File: src/rtl/rs_simple_pkg.sv
// rtl/rs_simple_pkg.sv - shared widths, entry/CDB layouts and wakeup helper for rs_simple
package rs_simple_pkg;

  localparam int XLEN    = 32;
  localparam int TAG_W   = 5;
  localparam int ENTRY_W = 2 * (XLEN + 1) + TAG_W + 5;
  localparam int CDB_W   = XLEN + TAG_W;

  // Entry field offsets, shared with the ex_simple wrapper
  localparam int AOP_LSB   = 0;
  localparam int RD_LSB    = 5;
  localparam int RS1_V_BIT = 10;
  localparam int RS1_LSB   = 11;
  localparam int RS2_V_BIT = 43;
  localparam int RS2_LSB   = 44;

  typedef enum logic [4:0] {
    ALU_ADD = 5'd0,
    ALU_SUB = 5'd1,
    ALU_AND = 5'd2,
    ALU_OR  = 5'd3,
    ALU_XOR = 5'd4
  } alu_op_e;

  // Operand field carries the value when _v=1, else the producer tag in its low bits
  typedef struct packed {
    logic [XLEN-1:0] rs2_vt;
    logic            rs2_v;
    logic [XLEN-1:0] rs1_vt;
    logic            rs1_v;
    logic [4:0]      rd;
    logic [4:0]      aluop;
  } entry_t;

  typedef struct packed {
    logic [XLEN-1:0]  value;
    logic [TAG_W-1:0] tag;
  } cdb_t;

  // Apply one CDB broadcast to both operands of an entry; waiting operands with a
  // matching producer tag become valid and take the broadcast value.
  function automatic entry_t capture(input entry_t e, input logic cdb_valid, input cdb_t c);
    entry_t r;
    r = e;
    if (cdb_valid && !e.rs1_v && (e.rs1_vt[TAG_W-1:0] == c.tag)) begin
      r.rs1_v  = 1'b1;
      r.rs1_vt = c.value;
    end
    if (cdb_valid && !e.rs2_v && (e.rs2_vt[TAG_W-1:0] == c.tag)) begin
      r.rs2_v  = 1'b1;
      r.rs2_vt = c.value;
    end
    return r;
  endfunction

endpackage

File: src/rtl/rs_simple_if.sv
// rtl/rs_simple_if.sv - dispatch, CDB, issue and entry-presentation bundle (flush when RS_SIMPLE_FLUSH_EN)
interface rs_simple_if;
  import rs_simple_pkg::*;

  logic               disp0_valid;
  logic [ENTRY_W-1:0] disp0_entry;
  logic               disp1_valid;
  logic [ENTRY_W-1:0] disp1_entry;
  logic [1:0]         disp_free;
  logic               cdb_valid;
  logic [CDB_W-1:0]   cdb_data;
  logic [ENTRY_W-1:0] rs_simple_0;
  logic [ENTRY_W-1:0] rs_simple_1;
  logic               selector;
  logic               simple_0_issue;
  logic               simple_1_issue;
`ifdef RS_SIMPLE_FLUSH_EN
  logic               flush;
`endif

  // Dispatch/CDB/wrapper side
  modport master (
`ifdef RS_SIMPLE_FLUSH_EN
    output flush,
`endif
    output disp0_valid, disp0_entry, disp1_valid, disp1_entry,
    output cdb_valid, cdb_data, simple_0_issue, simple_1_issue,
    input  disp_free, rs_simple_0, rs_simple_1, selector
  );

  // Reservation station side
  modport slave (
`ifdef RS_SIMPLE_FLUSH_EN
    input  flush,
`endif
    input  disp0_valid, disp0_entry, disp1_valid, disp1_entry,
    input  cdb_valid, cdb_data, simple_0_issue, simple_1_issue,
    output disp_free, rs_simple_0, rs_simple_1, selector
  );

endinterface

File: src/rtl/rs_simple_entry.sv
// rtl/rs_simple_entry.sv - one reservation-station slot: busy flag, write port, operand wakeup, issue clear
module rs_simple_entry
  import rs_simple_pkg::*;
(
  input  logic   clk,
  input  logic   rst_n,
  input  logic   clear,
  input  logic   wr_en,
  input  entry_t wr_data,
  input  logic   issue,
  input  logic   cdb_valid,
  input  cdb_t   cdb,
  output logic   busy,
  output entry_t data
);

  logic   busy_q;
  entry_t data_q;
  entry_t data_woken;
  entry_t wr_woken;

  // Held entry and incoming entry both see the current CDB so no broadcast is missed
  always_comb begin
    data_woken = capture(data_q, cdb_valid, cdb);
    wr_woken   = capture(wr_data, cdb_valid, cdb);
  end

  // Slot state: clear beats everything, a write only targets a free slot, issue beats wakeup
  always_ff @(posedge clk or negedge rst_n) begin
    if (!rst_n) begin
      busy_q <= 1'b0;
      data_q <= '0;
    end else if (clear) begin
      busy_q <= 1'b0;
    end else if (wr_en) begin
      busy_q <= 1'b1;
      data_q <= wr_woken;
    end else if (issue) begin
      busy_q <= 1'b0;
    end else if (busy_q) begin
      data_q <= data_woken;
    end
  end

  assign busy = busy_q;
  assign data = busy_q ? data_q : '0;

endmodule

File: src/rtl/rs_simple.sv
// rtl/rs_simple.sv - two-entry reservation station for the simple ALU; optional flush via RS_SIMPLE_FLUSH_EN
module rs_simple
  import rs_simple_pkg::*;
(
  input logic        clk,
  input logic        rst_n,
  rs_simple_if.slave bus
);

  logic [1:0] busy;
  logic [1:0] busy_nxt;
  logic       wr0;
  logic       wr1;
  entry_t     wd0;
  entry_t     wd1;
  entry_t     disp0;
  entry_t     disp1;
  entry_t     out0;
  entry_t     out1;
  cdb_t       cdb;
  logic       flush_i;
  logic       sel_q;
  logic       sel_nxt;

`ifdef RS_SIMPLE_FLUSH_EN
  assign flush_i = bus.flush;
`else
  assign flush_i = 1'b0;
`endif

  assign disp0 = bus.disp0_entry;
  assign disp1 = bus.disp1_entry;
  assign cdb   = bus.cdb_data;

  // Allocation against registered busy bits: slot 0 first into the lowest free entry,
  // slot 1 into whatever free entry remains; slots with no free entry are dropped
  always_comb begin
    wr0 = 1'b0;
    wr1 = 1'b0;
    wd0 = disp0;
    wd1 = disp0;
    if (bus.disp0_valid) begin
      if (!busy[0]) begin
        wr0 = 1'b1;
        wd0 = disp0;
      end else if (!busy[1]) begin
        wr1 = 1'b1;
        wd1 = disp0;
      end
    end
    if (bus.disp1_valid) begin
      if (!busy[0] && !wr0) begin
        wr0 = 1'b1;
        wd0 = disp1;
      end else if (!busy[1] && !wr1) begin
        wr1 = 1'b1;
        wd1 = disp1;
      end
    end
  end

  rs_simple_entry u_entry0 (
    .clk       (clk),
    .rst_n     (rst_n),
    .clear     (flush_i),
    .wr_en     (wr0),
    .wr_data   (wd0),
    .issue     (bus.simple_0_issue),
    .cdb_valid (bus.cdb_valid),
    .cdb       (cdb),
    .busy      (busy[0]),
    .data      (out0)
  );

  rs_simple_entry u_entry1 (
    .clk       (clk),
    .rst_n     (rst_n),
    .clear     (flush_i),
    .wr_en     (wr1),
    .wr_data   (wd1),
    .issue     (bus.simple_1_issue),
    .cdb_valid (bus.cdb_valid),
    .cdb       (cdb),
    .busy      (busy[1]),
    .data      (out1)
  );

  // Busy bits as they will be after this edge, used only to steer the age selector
  always_comb begin
    busy_nxt[0] = wr0 | (busy[0] & ~bus.simple_0_issue);
    busy_nxt[1] = wr1 | (busy[1] & ~bus.simple_1_issue);
    if (flush_i) begin
      busy_nxt = 2'b00;
    end
  end

  // Age selector: a lone entry is selected; a newcomer is younger than a survivor;
  // a dual dispatch into an empty station leaves entry 0 (slot 0) older
  always_comb begin
    sel_nxt = sel_q;
    case (busy_nxt)
      2'b00:   sel_nxt = 1'b0;
      2'b01:   sel_nxt = 1'b1;
      2'b10:   sel_nxt = 1'b0;
      default: sel_nxt = (busy == 2'b11) ? sel_q : ~busy[1];
    endcase
  end

  // Selector register
  always_ff @(posedge clk or negedge rst_n) begin
    if (!rst_n) begin
      sel_q <= 1'b0;
    end else begin
      sel_q <= sel_nxt;
    end
  end

  assign bus.rs_simple_0 = out0;
  assign bus.rs_simple_1 = out1;
  assign bus.selector    = sel_q;
  assign bus.disp_free   = (busy == 2'b11) ? 2'd0 : ((busy == 2'b00) ? 2'd2 : 2'd1);

`ifdef RS_SIMPLE_ASSERT_EN
  logic [1:0] disp_cnt;
  assign disp_cnt = {1'b0, bus.disp0_valid} + {1'b0, bus.disp1_valid};

  a_no_overflow: assert property (@(posedge clk) disable iff (!rst_n)
    flush_i || (disp_cnt <= bus.disp_free));
  a_issue0_busy: assert property (@(posedge clk) disable iff (!rst_n)
    flush_i || !bus.simple_0_issue || busy[0]);
  a_issue1_busy: assert property (@(posedge clk) disable iff (!rst_n)
    flush_i || !bus.simple_1_issue || busy[1]);
`endif

endmodule

File: src/flat_wrapper.sv
// flat-port wrapper written by rule: the top's interface ports become plain ports
module rs_simple_flat import rs_simple_pkg::*;
  (clk, rst_n, bus_disp0_valid, bus_disp0_entry, bus_disp1_valid, bus_disp1_entry, bus_cdb_valid, bus_cdb_data, bus_simple_0_issue, bus_simple_1_issue, bus_disp_free, bus_rs_simple_0, bus_rs_simple_1, bus_selector);
  rs_simple_if bus_i ();
  input logic clk;
  input logic rst_n;
  input wire logic [$bits(bus_i.disp0_valid)-1:0] bus_disp0_valid;
  input wire logic [$bits(bus_i.disp0_entry)-1:0] bus_disp0_entry;
  input wire logic [$bits(bus_i.disp1_valid)-1:0] bus_disp1_valid;
  input wire logic [$bits(bus_i.disp1_entry)-1:0] bus_disp1_entry;
  input wire logic [$bits(bus_i.cdb_valid)-1:0] bus_cdb_valid;
  input wire logic [$bits(bus_i.cdb_data)-1:0] bus_cdb_data;
  input wire logic [$bits(bus_i.simple_0_issue)-1:0] bus_simple_0_issue;
  input wire logic [$bits(bus_i.simple_1_issue)-1:0] bus_simple_1_issue;
  output wire logic [$bits(bus_i.disp_free)-1:0] bus_disp_free;
  output wire logic [$bits(bus_i.rs_simple_0)-1:0] bus_rs_simple_0;
  output wire logic [$bits(bus_i.rs_simple_1)-1:0] bus_rs_simple_1;
  output wire logic [$bits(bus_i.selector)-1:0] bus_selector;
  assign bus_i.disp0_valid = bus_disp0_valid;
  assign bus_i.disp0_entry = bus_disp0_entry;
  assign bus_i.disp1_valid = bus_disp1_valid;
  assign bus_i.disp1_entry = bus_disp1_entry;
  assign bus_i.cdb_valid = bus_cdb_valid;
  assign bus_i.cdb_data = bus_cdb_data;
  assign bus_i.simple_0_issue = bus_simple_0_issue;
  assign bus_i.simple_1_issue = bus_simple_1_issue;
  assign bus_disp_free = bus_i.disp_free;
  assign bus_rs_simple_0 = bus_i.rs_simple_0;
  assign bus_rs_simple_1 = bus_i.rs_simple_1;
  assign bus_selector = bus_i.selector;
  rs_simple u_core (.clk(clk), .rst_n(rst_n), .bus(bus_i));
endmodule
File: config.mk
export PLATFORM = sky130hd
export DESIGN_NAME = rs_simple_flat
export DESIGN_NICKNAME = d
export VERILOG_FILES = /design/src/rtl/rs_simple_pkg.sv /design/src/rtl/rs_simple_if.sv /design/src/rtl/rs_simple_entry.sv /design/src/rtl/rs_simple.sv /design/src/flat_wrapper.sv
export SDC_FILE = /design/constraint.sdc
export NUM_CORES = 1
export LEC_CHECK = 0
export CORE_UTILIZATION = 60
export DETAILED_ROUTE_END_ITERATION = 6
export DONT_BUFFER_PORTS = 1
export HOLD_SLACK_MARGIN = 0.15
export PLACE_DENSITY_LB_ADDON = 0.3
export SETUP_SLACK_MARGIN = 0.02
export SYNTH_ARGS = -nofsm -noshare
export SYNTH_HDL_FRONTEND = slang
export SYNTH_SLANG_ARGS = --single-unit
File: constraint.sdc
create_clock -name clk -period 3.98 [get_ports clk]
set_input_delay 1.194 -clock clk [delete_from_list [all_inputs] [get_ports clk]]
set_output_delay 1.194 -clock clk [all_outputs]
set_load 0.05 [all_outputs]
After elaboration in Yosys (flattened, before gate mapping)
Index checks and enable logic that the tools add are counted.
W data, S select, Z words.
- div/mod/pow operators: 0
- reductions and logical operators: 45
- order comparisons: 0
- shift-type cells: 0
- multiplexer cells: 39
- eq/ne operators: 14
- bitwise logic cells: 7
- multipliers: 0
- add/sub/neg operators: 0
- operators with widths (kind ; number):
    $mux W76 ; 13
    $mux W33 ; 8
    $eq A5 B5 Y1 ; 8
    $logic_and A1 B1 Y1 ; 18
    $reduce_bool A2 Y1 ; 8
    $mux W1 ; 15
    $logic_not A1 Y1 ; 12
    $reduce_and A3 Y1 ; 4
    $eq A2 B2 Y1 const B ; 2
    $logic_not A2 Y1 ; 2
    $mux W2 ; 2
    $ne A2 B1 Y1 const B ; 2
    $ne A3 B3 Y1 const B ; 1
    $not A1 Y1 ; 3
    $and A1 B1 Y1 ; 2
    $eq A2 B1 Y1 const B ; 1
    $or A1 B1 Y1 ; 2
    $pmux W1 S2 ; 1
    $reduce_or A2 Y1 ; 1
- logic and storage cells: 120
- memory bits (writable): 0
- input port bits: 196
- memories kept: 0
- bits in latches: 0
- bits in registers: 155
- output and inout port bits: 155
- bits in read-only memories: 0

Logic depth before layout (Yosys ltp)
Gate-level depths: netlist of the first run.
- depth after elaboration: 13
- depth in mapped cells: 12
- depth with buffers taken out: 8

Cells and area by module
A second synthesis of the first run with hierarchy kept.
- cells, all modules: 1138
- area, all modules: 11782.6 µm²
- modules (own cells, without submodules) (module ; sequential area each (µm²) ; area an instance (µm²) ; cells each ; times used):
    rs_simple_entry ; 1926.8 ; 4815.9 ; 473 ; 2
    rs_simple ; 25.0 ; 2150.8 ; 192 ; 1

Worst setup path after synthesis of the first run
No wires, ideal clock.
- path type: in2reg
- start point: input port bus_disp0_valid
- end point: register u_core.u_entry0.data_q[12] in the netlist's numbering
- data required time: 3.886 ns
- cell stages on the path: 10
- path slack: 0.761 ns
- data arrival time: 3.125 ns
- library setup time: 0.094 ns
- buffers on the path: 4
- cells stage by stage: buf_6 nor3b_1 buf_2 mux2i_1 xnor2_1 a2111o_1 and2_1 buf_6 buf_6 a221oi_2
- longest elaborated chain between the ends: 10
- elaborated cells between the ends (all ways): 17
- those cells by class: 2 x eq/ne; 7 x mux; 8 x reduce/logical
- ends and longest elaborated chain (what ; RTL line ; text):
    start: declaration ; flat_wrapper.sv:7 ; input wire logic [$bits(bus_i.disp0_valid)-1:0] bus_disp0_valid;
    $mux W1 * ; rs_simple.sv:42 ; if (bus.disp0_valid) begin
    branches (longest 9 deep; another with $mux W76) ; n/a ;
    end signal: assignment ; rs_simple_entry.sv:37 ; data_q <= wr_woken;
    end signal: assignment ; rs_simple_entry.sv:41 ; data_q <= data_woken;
    end: declaration ; rs_simple_entry.sv:18 ; entry_t data_q;
Mark *: on every way between the ends.
A chain may end at the register's enable or synchronous reset.

Final worst setup path of the first run
- start point: register u_core.u_entry0.busy_q (netlist: u_core.u_entry0.busy)
- end point: output port bus_rs_simple_0[73]
- longest elaborated chain between the ends: 1
- ends and longest elaborated chain (what ; RTL line ; text):
    start: declaration ; rs_simple_entry.sv:17 ; logic busy_q;
    start signal: assignment ; rs_simple_entry.sv:31 ; busy_q <= 1'b0;
    start signal: assignment ; rs_simple_entry.sv:34 ; busy_q <= 1'b0;
    start signal: assignment ; rs_simple_entry.sv:36 ; busy_q <= 1'b1;
    $mux W76 ; rs_simple_entry.sv:46 ; assign data = busy_q ? data_q : '0;
    end: declaration ; flat_wrapper.sv:16 ; output wire logic [$bits(bus_i.rs_simple_0)-1:0] bus_rs_simple_0;
Every way passes these cells.

==> flow_summary_export.csv, run 1 <==
group,metric,value,unit
outcome,outcome,"complete, but fails checks",
outcome,violations,"DRC",
floorplan,io_pins,351,
route,vias,10800,
worst_setup_path,critical_path_required,2.79,ns
clocking,clock-sinks,155,
logic_synthesis,ys_warn_count,0,
cells_and_area,fin_area,0.0118,sq mm
pwr,p_sw,0.00552,W
cells_and_area,num-fill-cells,1489,
timing,fin_crit,3.54,ns
floorplan,core_area,0.0181,sq mm
route,drtAntennaViolNets,0,
pwr,power_density,846,mW/mm^2
grt,grt_max_degree,156,
route,drc,28,
floorplan,die_w,139,microns
flow_run,maxCapViolations,0,
placed_design,gp_congestion,0.965,
worst_setup_path,path_cells,"buf_4 > and2_1",
clocking,h-tree-depth,4,
worst_setup_path,endpoint_kind,"primary output",
cells_and_area,fin_cells,1522,
route,drt_iter0_drc,1161,
logic_synthesis,ys.flop_type,"dfrtp_1",
route,wl_per_cell,25.4,microns
placed_design,place_ws,0.169,ns
logic_synthesis,avgSynthCellArea,8.25,sq um
grt,grt_pass1_wl,59400,microns
grt,grt_usage,39.6,%
worst_setup_path,cpPeakStageDelay,0.80,ns
grt,antenna_found_initial,0,
clocking,clk_pin_slew_worst_paths,0.07,ns
timing,max_freq,282,MHz
pwr,p_leak,4.67,nW
timing,fin_ws,0.439,ns
route,vias_per_cell,7.10,
logic_synthesis,synthesis.area,0.0112,sq mm
pwr,internal_power,0.00448,W
timing,hold_viol,0,
logic_synthesis,yosysTopAreaCell,"dfrtp_1",
logic_synthesis,synth_edf_count,0,
logic_synthesis,synthesis.nets,1557,
floorplan,initial_core_util,61.7,%
worst_setup_path,critPathTopFamily,"flip-flops",
placed_design,dp.final_hpwl,26500,microns
worst_setup_path,arrival,2.35,ns
placed_design,dp.cells,1490,
logic_synthesis,yosysTopAreaCellShare,34.6,%
timing,rsz0062_at_grt,"no",
timing,tns,0,ns
pwr,combPwrFrac,55.9,%
timing,worstMarginPinSlew,0.992,ns
placed_design,placed_area,0.0113,sq mm
pwr,p_sw_share,55.2,%
timing,finalSetupViolCount,0,
worst_setup_path,path_max_fanout,52,
timing,holdWs,0.450,ns
route,wirelength,38700,microns
worst_setup_path,cp_num_buf_inv,1,
route,dr.pass1.iters,7,
grt,overflow,0,
logic_synthesis,async_reset_ff_share,100,%
logic_synthesis,synth_area_leaders,"dfrtp_1 (35%), and2_1 (8.7%), nand2_1 (7.2%)",
cells_and_area,area_delta_synth_final,5.59,%
worst_setup_path,critical_path_class,"register to primary output",
cells_and_area,n_antenna_cell,0,
clocking,clk_path_buf_depth,2,
placed_design,port_buffers,0,
worst_setup_path,crit_slowest_cell,"dfrtp_2",
timing,period_share,89.0,%
grt,grt_pass1_vias,10400,
timing,slew_viol_final,0,
cells_and_area,final_layout_size_suffix_gt1_share,9.67,%
logic_synthesis,syn-instance-count,1358,
clocking,clock_latency,0.43,ns
min_path,hp-class,"primary input to asynchronous set/reset pin",
logic_synthesis,synth_seq_cells,155,
pwr,seqPwrFrac,27.8,%
timing,relSlewSlack,33.8,%
clocking,cts_resized,0,
timing,fin_worst_skew,0.0146,ns
floorplan,die-area,0.0192,sq mm
clocking,cts_tree,"built",
cells_and_area,final_nets,1479,
pwr,clock_power_share,16.3,%
logic_synthesis,ys_types,70,
pwr,worst_ir_drop_vdd,0.416,mV
floorplan,die_h,139,microns
floorplan,row_count,49,
clocking,cts_buffers,17,
clocking,root_buffer,"clkbuf_16",
logic_synthesis,synth_seq_area_share,34.6,%
clocking,postCtsHoldBufs,0,
clocking,cts_setup_buffers,0,
worst_setup_path,start_kind,"register",
==> per-layer routing <==
layer / routed length, microns / GRT usage [%] / vias up
li1: - / - / 4720
met2: 17600 / 60.9 / 740
met5: 0 / 0 / -
met1: 15000 / 52.0 / 5222
met4: 1590 / 19.0 / 0
met3: 4510 / 10.5 / 117
==> worst paths after layout <==
check                                                 startpoint                                endpoint  slack, ns  depth (start not counted)
max reg2reg                     u_core.u_entry0.busy$_DFFE_PN0P_  u_core.u_entry1.data_q[71]$_DFFE_PN0P_       0.45                          7
max                             u_core.u_entry0.busy$_DFFE_PN0P_                     bus_rs_simple_0[73]       0.44                          2
min                                                        rst_n   u_core.u_entry1.data_q[8]$_DFFE_PN0N_       0.45                          0
min reg2reg                u_core.u_entry1.data_q[0]$_DFFE_PN0N_   u_core.u_entry1.data_q[0]$_DFFE_PN0N_       0.49                          2
max in group asynchronous                                  rst_n  u_core.u_entry1.data_q[20]$_DFFE_PN0P_       3.12                          0
min in group clk           u_core.u_entry1.data_q[0]$_DFFE_PN0N_   u_core.u_entry1.data_q[0]$_DFFE_PN0N_       0.49                          2
==> through the flow <==
stage / utilization (%) / power [W]
finish: 65.2 / 0.0100
global route: 65.2 / 0.0104
CTS: 65.2 / 0.00993
detailed placement: 62.0 / 0.00830
global placement: 62.0 / 0.00819
floorplan: - / 0.00747
==> power groups by stage <==
stage          sequential (W)  clock (W)  combinational [W]
3_3_place_gp          0.00275          0            0.00544
6_report              0.00278    0.00163            0.00559
2_1_floorplan         0.00258          0            0.00489
3_5_place_dp          0.00278          0            0.00552
5_1_grt               0.00284    0.00169            0.00588
4_1_cts               0.00275    0.00164            0.00554
==> layout by cell type (no fill, tap or decap), types with 4 or more instances in the layout <==
master     synthesis  routed
or3_1             30      30
inv_6              0       4
or2_2              4       4
o41ai_1           30      30
o211ai_1          33      33
a221o_1            5       5
nor3_1             7       6
mux2i_1           67      67
a221oi_2          29      29
and2_1           155     154
a222oi_1          10      10
clkbuf_16          0      17
dfrtp_1          155     153
buf_4              3      33
nand3b_1           5       5
xor2_1            14      14
xnor2_1           18      18
nand4_1            6       6
nand2_1          214     214
nand3_1           30      30
o21ai_0           37      37
nand2b_1           5       5
a31oi_1           12      12
nor2b_1            7       7
a21oi_1           65      65
inv_1             50      50
o221ai_1          30      30
nor2_1            88      85
nor4_1             8       8
o22ai_1           28      27
o311ai_1          30      30
==> final cells by class <==
type	count	area (sq um)	share of cell area (%)
multi-input combinational	1020	6590	55.7
sequential	155	3880	32.8
clock buffer	18	439	3.71
timing repair buffer	36	308	2.60
tap	229	287	2.42
inverter	50	188	1.59
clock inverter	14	135	1.14
==> synth_stat cells (4+ instances only) <==
cell type  count
nor4_1         8
o221ai_1      30
o21ai_0       37
nand3b_1       5
a222oi_1      10
a31oi_1       12
nand3_1       30
nand4_1        6
or3_1         30
mux2i_1       67
inv_1         50
o211ai_1      33
o311ai_1      30
o41ai_1       30
nor2b_1        7
xor2_1        14
buf_1         12
o22ai_1       28
buf_6         10
a221oi_2      29
a221o_1        5
clkbuf_1      89
dfrtp_1      155
nand2b_1       5
a21oi_1       65
buf_2         19
and2_1       155
nor3_1         7
nor2_1        88
nand2_1      214
or2_2          4
xnor2_1       18
==> kinds of logic (layout without fill, tap and decap cells) <==
family | Yosys count | after routing | synth area share (%)
xor gates and xnor gates | 32 | 32 | 2.50
adders and majority gates | 3 | 3 | 0.335
DFF | 155 | 155 | 34.6
muxes | 68 | 68 | 6.09
and+or+nand+nor | 574 | 574 | 25.3
AOI/OAI and AO/OA | 343 | 343 | 24.1
buffers and inverters | 183 | 118 | 7.11
==> state kept, by name, summed over array words and instances, names as in the netlist <==
| register | cells |
|---|---|
| u_core.bus.selector | 1 |
| u_core.u_entry0.data_q | 76 |
| u_core.u_entry1.data_q | 76 |
| u_core.u_entry0.busy | 1 |
| u_core.u_entry1.busy | 1 |
Power figures use the tool's default switching activity.
==> run 2, diff against run 1 <==
--- a/config.mk
+++ b/config.mk
@@ -14,3 +14,4 @@
 export SYNTH_ARGS = -nofsm -noshare
 export SYNTH_HDL_FRONTEND = slang
 export SYNTH_SLANG_ARGS = --single-unit
+export TNS_END_PERCENT = 1
==> results of run 2 <==
Final layout, timing and power as in run 1 (identical DEF).
